### config.mk
export PLATFORM = sky130hd
export DESIGN_NAME = bit_serial_datapath
export DESIGN_NICKNAME = d
export VERILOG_FILES = /design/src/rtl/bit_serial_datapath.sv
export SDC_FILE = /design/constraint.sdc
export NUM_CORES = 1
export LEC_CHECK = 0
export ABC_AREA = 1
export ABC_CLOCK_PERIOD_IN_PS = 3500
export CELL_PAD_IN_SITES_DETAIL_PLACEMENT = 0
export CELL_PAD_IN_SITES_GLOBAL_PLACEMENT = 1
export CORE_MARGIN = 2
export CORE_UTILIZATION = 46
export CTS_BUF_LIST = sky130_fd_sc_hd__clkbuf_8
export DETAILED_ROUTE_END_ITERATION = 8
export DONT_BUFFER_PORTS = 1
export PLACE_DENSITY_LB_ADDON = 0.1
export SETUP_SLACK_MARGIN = 0.2
export SYNTH_ARGS = -nofsm -noshare
export SYNTH_HDL_FRONTEND = slang
export SYNTH_SLANG_ARGS = --single-unit
### constraint.sdc
create_clock -name i_clk -period 3.5 [get_ports i_clk]
set_clock_uncertainty 0.1 [all_clocks]
set_input_delay 0.525 -clock i_clk [delete_from_list [all_inputs] [get_ports i_clk]]
set_output_delay 0.525 -clock i_clk [all_outputs]
set_load 0.02 [all_outputs]
### src/rtl/bit_serial_datapath.sv
// Bit-serial execution datapath: GPR and accumulator shift registers, a one-bit
// serial full adder, carry/sign flags and the next-bit counter fed back to the decoder.
module bit_serial_datapath #(
   parameter  int WIDTH = 8,
   localparam int CW    = $clog2(WIDTH)
) (
   input  logic             i_clk,
   input  logic             i_rst,
   input  logic [WIDTH-1:0] i_switches,
   input  logic [CW-1:0]    i_con_mux8,
   input  logic             i_con_mux,
   input  logic             i_con_muxalu,
   input  logic             i_con_gpr_shift,
   input  logic             i_con_gpr_sign,
   input  logic             i_con_acc_shift,
   input  logic             i_con_acc_sign,
   input  logic             i_con_sign_store,
   input  logic             i_con_blockcarry,
   input  logic             i_con_check_carry,
   output logic [CW-1:0]    o_data_count,
   output logic [WIDTH-1:0] o_gpr,
   output logic [WIDTH-1:0] o_acc,
   output logic             o_carry,
   output logic             o_sign
);

   logic [WIDTH-1:0] gpr, gpr_next;
   logic [WIDTH-1:0] acc, acc_next;
   logic             carry_reg;
   logic             carry_flag;
   logic             sign_flag;
   logic             cin, sum, cout, gpr_sin;

   // Serial adder works on the LSBs currently presented by both shift registers.
   assign cin     = i_con_blockcarry ? 1'b0 : carry_reg;
   assign sum     = gpr[0] ^ acc[0] ^ cin;
   assign cout    = (gpr[0] & acc[0]) | (cin & (gpr[0] ^ acc[0]));
   assign gpr_sin = i_con_mux ? i_switches[i_con_mux8] : gpr[0];

   always_comb begin
      // NOTE: defaults first so every path assigns both outputs; no latch is inferred.
      gpr_next = gpr;
      acc_next = acc;
      if (i_con_gpr_shift) begin
         gpr_next = i_con_gpr_sign ? {gpr[WIDTH-1], gpr[WIDTH-1:1]}
                                   : {gpr_sin,      gpr[WIDTH-1:1]};
      end
      if (i_con_acc_shift) begin
         if (i_con_acc_sign)    acc_next = {acc[WIDTH-1], acc[WIDTH-1:1]};
         else if (i_con_muxalu) acc_next = {acc[0],       acc[WIDTH-1:1]};
         else                   acc_next = {sum,          acc[WIDTH-1:1]};
      end
   end

   always_ff @(posedge i_clk) begin
      if (i_rst) begin
         gpr        <= '0;
         acc        <= '0;
         carry_reg  <= 1'b0;
         carry_flag <= 1'b0;
         sign_flag  <= 1'b0;
      end else begin
         // NOTE: non-blocking updates make every right-hand side a pre-edge value, so
         // check_carry sees the old carry and the adder sees the old gpr[0]/acc[0].
         gpr <= gpr_next;
         acc <= acc_next;
         if (i_con_acc_shift && !i_con_muxalu) carry_reg  <= cout;
         if (i_con_check_carry)                carry_flag <= carry_reg;
         if (i_con_sign_store)                 sign_flag  <= gpr[WIDTH-1];
      end
   end

   assign o_data_count = i_con_mux8 + CW'(1);
   assign o_gpr        = gpr;
   assign o_acc        = acc;
   assign o_carry      = carry_flag;
   assign o_sign       = sign_flag;

endmodule

==> results.py, run 1 <==
metrics = {
    "sta": {
        "whs_ns": 0.2393,
        "worst_pin_slew_ns": 0.4334,
        "finalHoldViolations": 0,
        "rsz0062_at_grt": "no",
        "fin_crit_sh_pct": 48.54,
        "slew_headroom_pct": 71.01,
        "finalSetupViolations": 0,
        "tns_ns": 0,
        "slew_violations": 0,
        "setup_slack_ns": 1.801,
        "fmax_mhz": 588.6,
        "min_period_ns": 1.699,
    },
    "routing": {
        "drc": 0,
        "drt_iter0_markers": 15,
        "viasPerCell": 4.906,
        "wire_per_inst_um": 11.43,
        "totalWireLength_mm": 1.577,
        "drt.antenna.violating_nets": 0,
        "routed-via-count": 677,
        "drt_first_pass_iters": 4,
    },
    "clock_network": {
        "clkSinkCount": 19,
        "clk-insertion-delay-late_ns": 0.25,
        "cts-root-buf": "clkbuf_8",
        "cts_buffers": 3,
        "htreeDepth": 1,
        "cts_resized": 0,
        "clk_path_buf_depth": 2,
        "cts_setup_buffers": 0,
        "cts_tree": "done",
        "cts_hold_buf": 0,
        "cts.clk_slew.worst_paths_ns": 0.07,
    },
    "global_routing": {
        "grt_use_total_pct": 15.77,
        "grt_max_degree": 18,
        "antenna_found_initial": 0,
        "grt_pass1_vias": 584,
        "grt_pass1_wl_mm": 2.380,
        "grt_overflow": 0,
    },
    "worst_setup_path": {
        "crit_type": "primary input to primary output",
        "end_kind": "primary output",
        "reg2reg_to": "o_acc[7]",
        "worstPathArrival_ns": 1.07,
        "crit_path_max_incr_delay_ns": 0.37,
        "crit_chain": "ha_1 > xor2_1",
        "worst-endpoint-required_ns": 2.87,
        "start_kind": "primary input",
        "critPathBufInv": 0,
        "crit_cells": 2,
        "r2r-start": "carry_reg",
        "cp_top_family": "XOR/XNOR gates",
        "r2r_slack_ns": 1.84,
        "r2r_cells": 6,
        "slowest_stage": "xor2_1",
        "endpoint": "o_data_count[2]",
        "critPathMaxFanout": 7,
        "crit_start": "i_con_mux8[0]",
    },
    "power_and_ir_drop": {
        "power_mw": 0.4470,
        "power_density_nw_per_um2": 503.1,
        "ir_drop_v": 0.0002702,
        "power.leakage_nw": 0.3933,
    },
    "final_layout": {
        "final_nets": 138,
        "postLayoutCellArea_sq_um": 888.4,
        "finalNonFillerCells": 138,
        "seqCellArea_sq_um": 380.4,
        "final_util_pct": 52.01,
        "multi_input_area_sq_um": 366.6,
        "nFillCells": 181,
        "n_antenna_cell": 0,
        "drive_above_1_share_pct": 5.310,
        "syn2layout_area_growth_pct": 7.576,
    },
    "floorplan": {
        "die_x_um": 46.37,
        "core_area_sq_um": 1708,
        "ios": 43,
        "rows": 15,
        "start_util_pct": 48.35,
        "die-area_sq_um": 2150,
        "die_h_um": 46.37,
    },
    "placement": {
        "portBuffers": 0,
        "gpl.final_weighted_congestion": 0.6644,
        "dp_slack_ns": 1.691,
        "dp_cells": 134,
        "dpl_cell_area_sq_um": 842.1,
        "place_hpwl_mm": 1.183,
    },
    "run": {
        "cap_violations": 0,
    },
    "synthesis": {
        "ys_seq_elements": 19,
        "syn_avg_cell_area_sq_um": 7.440,
        "syn-cell-area_sq_um": 825.8,
        "yosysWarnings": 0,
        "ys_seq_area_share_pct": 46.06,
        "syn_inst": 111,
        "synthDistinctLibCells": 19,
        "synthesis.nets": 135,
    },
    "status": {
        "run_status": "finished clean",
    },
    "hold_path": {
        "hold_class": "primary input to flip-flop",
    },
}
[area by class of cell]
class | count | area share, %
clock buffer | 3 | 4.648
clock inverter | 1 | 0.5634
inverter | 17 | 7.183
multi-input combinational | 73 | 41.27
sequential | 19 | 42.82
tap | 25 | 3.521
[per-layer routing]
metal / GRT usage (%) / part of all wire (%) / up-vias
met5: 0 / 0 / -
met4: 8.571 / 0.63 / 0
met3: 5.098 / 9.1 / 2
met2: 22.22 / 45 / 30
met1: 21.05 / 46 / 285
li1: - / - / 360
[worst min-delay path by stage]
stage,cells past startpoint,startpoint,slack (ns),endpoint
global route,1,i_rst,0.23,o_acc[7]
finish,1,i_rst,0.24,o_acc[7]
global placement,2,carry_reg,0.35,o_carry
CTS,1,i_rst,0.23,o_acc[7]
detailed placement,2,carry_reg,0.37,o_carry
floorplan,2,carry_reg,0.34,o_carry
[Yosys cell counts, drive strengths merged]
master  instances  area, sq um
a211oi          1        7.510
a21oi           8        40.04
a311oi          1        8.760
buf             1        11.26
clkbuf          1        3.750
dfxtp          19        380.4
fa              1        20.02
ha              1        12.51
inv            17        63.81
nand2           9        33.78
nand3           4        20.02
nand3b          2        15.01
nor2           24        90.09
o21a            1        7.510
o21ai          18        90.09
or2             2        12.52
xor2            1        8.760
[logic make-up (layout without fill, tap and decap cells)]
| family | Yosys count | count (layout) | share of synthesized area, % |
|---|---|---|---|
| and+or+nand+nor | 41 | 41 | 20.76 |
| AOI/OAI and AO/OA | 29 | 29 | 18.64 |
| DFF | 19 | 19 | 46.06 |
| buffers and inverters | 19 | 21 | 9.545 |
| adders and majority gates | 2 | 2 | 3.939 |
| xor gates and xnor gates | 1 | 1 | 1.061 |
[report_power, final]
part / leakage [nW] / internal (mW) / total [mW] / switching (mW)
clock: 0.0255 / 0.0790 / 0.148 / 0.0688
combinational: 0.211 / 0.0166 / 0.0427 / 0.0261
sequential: 0.157 / 0.230 / 0.256 / 0.0264
total: 0.393 / 0.326 / 0.447 / 0.121
[placed cells by master, fill, tap and decap left out]
| master | n |
|---|---|
| nand3_1 | 4 |
| ha_1 | 1 |
| nand3b_1 | 2 |
| clkbuf_8 | 3 |
| nor2_1 | 24 |
| fa_1 | 1 |
| inv_2 | 1 |
| dfxtp_1 | 19 |
| or2_0 | 1 |
| o21a_1 | 1 |
| clkinv_2 | 1 |
| a211oi_1 | 1 |
| xor2_1 | 1 |
| nand2_1 | 9 |
| o21ai_0 | 18 |
| or2_2 | 1 |
| a21oi_1 | 8 |
| a311oi_1 | 1 |
| inv_1 | 16 |
(Power assumes the default switching activity.)
==> inputs of run 2 (changes only) <==
--- a/config.mk
+++ b/config.mk
@@ -6,11 +6,11 @@
 export NUM_CORES = 1
 export LEC_CHECK = 0
 export ABC_AREA = 1
-export ABC_CLOCK_PERIOD_IN_PS = 3500
+export ABC_CLOCK_PERIOD_IN_PS = 1750
 export CELL_PAD_IN_SITES_DETAIL_PLACEMENT = 0
 export CELL_PAD_IN_SITES_GLOBAL_PLACEMENT = 1
 export CORE_MARGIN = 2
-export CORE_UTILIZATION = 46
+export CORE_UTILIZATION = 43
 export CTS_BUF_LIST = sky130_fd_sc_hd__clkbuf_8
 export DETAILED_ROUTE_END_ITERATION = 8
 export DONT_BUFFER_PORTS = 1
==> constraint.sdc (replaced) <==
create_clock -name i_clk -period 1.75 [get_ports i_clk]
set_clock_uncertainty 0.1 [all_clocks]
set_input_delay 0.2625 -clock i_clk [delete_from_list [all_inputs] [get_ports i_clk]]
set_output_delay 0.2625 -clock i_clk [all_outputs]
set_load 0.02 [all_outputs]
==> run 2 against run 1 <==
Effect of this change: largest power group unchanged; worst setup slack worse by 1.6 ns; register-to-register slack worse by 1.7 ns; global-route usage down 0.72 points; first-iteration DRC count down 80%; die area up 6.4%; sequential cell count unchanged; via count up 5.6%; final area up 8.0%; power up 100%; critical path type is now flip-flop to flip-flop; clock power up 96%; critical path depth up 4.
==> results.py, run 2 (synthesized netlist as in run 1, its figures left out) <==
metrics = {
    "placement": {
        "place_hpwl_mm": 1.245,
        "gpl.final_weighted_congestion": 0.6584,
        "portBuffers": 0,
    },
    "floorplan": {
        "core_area_sq_um": 1764,
        "die-area_sq_um": 2287,
        "rows": 15,
        "ios": 43,
        "die_x_um": 47.82,
        "die_h_um": 47.82,
        "start_util_pct": 46.81,
    },
    "routing": {
        "drc": 0,
        "drt_first_pass_iters": 4,
        "totalWireLength_mm": 1.641,
        "route.met2.wl_um": 727,
        "drt.antenna.violating_nets": 0,
        "viasPerCell": 4.931,
        "drt_iter0_markers": 3,
        "wire_per_inst_um": 11.32,
        "routed-via-count": 715,
        "dr_wl_met3_um": 149,
        "wl_met1_um": 728,
        "highest_layer": "met4",
    },
    "final_layout": {
        "final_common_cell": "nor2_1",
        "syn2layout_area_growth_pct": 16.21,
        "final_util_pct": 54.40,
        "final_nets": 145,
        "drive_above_1_share_pct": 7.500,
        "layout_common_cells": "nor2_1 (24), dfxtp_1 (18), inv_1 (17), o21ai_0 (17), nand2_1 (9)",
        "n_antenna_cell": 0,
    },
    "global_routing": {
        "grt_pass1_wl_mm": 2.318,
        "grt_overflow": 0,
        "grt_pass1_vias": 595,
        "antenna_found_initial": 0,
        "grt_use_total_pct": 15.05,
        "grt_max_degree": 18,
    },
    "worst_setup_path": {
        "crit_path_max_incr_delay_ns": 0.43,
        "critPathMaxFanout": 2,
        "worst-endpoint-required_ns": 1.82,
        "worstPathArrival_ns": 1.65,
        "crit_type": "flip-flop to flip-flop",
        "r2r_slack_ns": 0.17,
        "end_kind": "flip-flop",
        "slowest_stage": "fa_1",
        "crit_chain": "inv_1 > or2_2 > fa_1 > o21ai_1 > nor2_1 > a211oi_1",
        "start_kind": "flip-flop",
    },
    "clock_network": {
        "htreeDepth": 1,
        "cts_tree": "done",
        "clkSinkCount": 19,
        "cts_buffers": 3,
        "cts-root-buf": "clkbuf_8",
        "cts.clk_slew.worst_paths_ns": 0.07,
        "clk_path_buf_depth": 2,
        "clk-insertion-delay-late_ns": 0.25,
    },
    "sta": {
        "finalSetupViolations": 0,
        "min_period_ns": 1.582,
        "fin_crit_sh_pct": 90.42,
        "slew_headroom_pct": 70.91,
        "worst_pin_slew_ns": 0.4348,
        "fmax_mhz": 631.9,
        "finalHoldViolations": 0,
        "tns_ns": 0,
        "rsz0062_at_grt": "yes",
        "slew_violations": 0,
    },
    "power_and_ir_drop": {
        "power.leakage_nw": 0.4272,
        "power_density_nw_per_um2": 941.2,
        "ir_drop_v": 0.0006858,
    },
    "hold_path": {
        "hold_class": "primary input to flip-flop",
    },
    "status": {
        "run_status": "finished clean",
    },
    "run": {
        "cap_violations": 0,
    },
}
## run 2: cell count changes in the layout (fill, tap and decap cells not counted)
cell,change
a311oi_2,+1
dfxtp_1,-1
o21ai_1,+1
dfxtp_2,+1
dlygate4sd3_1,+5
inv_1,+1
a311oi_1,-1
o21ai_0,-1
clkinv_2,-1
buf_4,+2
## run 2: area by class of cell
| type | instances | area (sq um) |
|---|---|---|
| Clock buffer | 3 | 41.29 |
| Clock inverter | 1 | 3.754 |
| Sequential cell | 19 | 381.6 |
| Multi-Input combinational cell | 73 | 372.9 |
| Fill cell | 207 | 804.5 |
| Tap cell | 25 | 31.28 |
| Timing Repair Buffer | 7 | 65.06 |
| Inverter | 17 | 63.81 |
## run 2: per-layer routing
layer	GRT usage, %	up-vias
li1	-	375
met1	17.40	304
met2	23.47	32
met3	5.283	4
met4	9.730	0
met5	0	-
## run 2: report_power, final
part	switching (mW)	internal (mW)	leakage (nW)
Combinational	0.0600	0.0452	0.243
Sequential	0.0481	0.460	0.157
Clock	0.134	0.156	0.0269
## run 2: path summary, 6_finish.rpt
check                       start   endpoint  cells after the start
hold reg to reg         carry_reg    o_carry                      2
setup / recovery        carry_reg   o_acc[7]                      6
hold / removal    i_con_acc_shift  carry_reg                      1
setup reg to reg        carry_reg   o_acc[7]                      6
## run 2: worst max-delay path: cells and delay by family (launching register included)
| kind | cells | cell delay [ns] |
|---|---|---|
| flip-flops | 1 | 0.33 |
| AO/OA/AOI/OAI | 2 | 0.26 |
| adder cells (fa/ha/maj) | 1 | 0.43 |
| AND/OR/NAND/NOR | 2 | 0.32 |
| buffers and inverters | 1 | 0.05 |
## run 2: timing repair
item	CTS	global route
pin swaps	0	1
hold buffers	5	0
resized for setup	2	1
gates cloned	0	0
hold endpoints to repair	6	0
endpoints found under the setup margin	1	2
setup buffers	0	0
## run 2: metrics by stage
step | hold slack (ns) | setup slack, ns | area (sq um) | power [mW] | instances
after floorplan | 0.2405 | 0.2028 | 825.8 | 0.5964 | 111
after global placement | 0.2428 | 0.1632 | 857.1 | 0.6110 | 136
after detailed placement | 0.2434 | 0.1220 | 857.1 | 0.6142 | 136
after CTS | 0.01376 | 0.1533 | 953.4 | 0.9191 | 145
after global routing | 0.03249 | 0.06888 | 959.7 | 0.9559 | 145
final | 0.03205 | 0.1676 | 959.7 | 0.9032 | 145
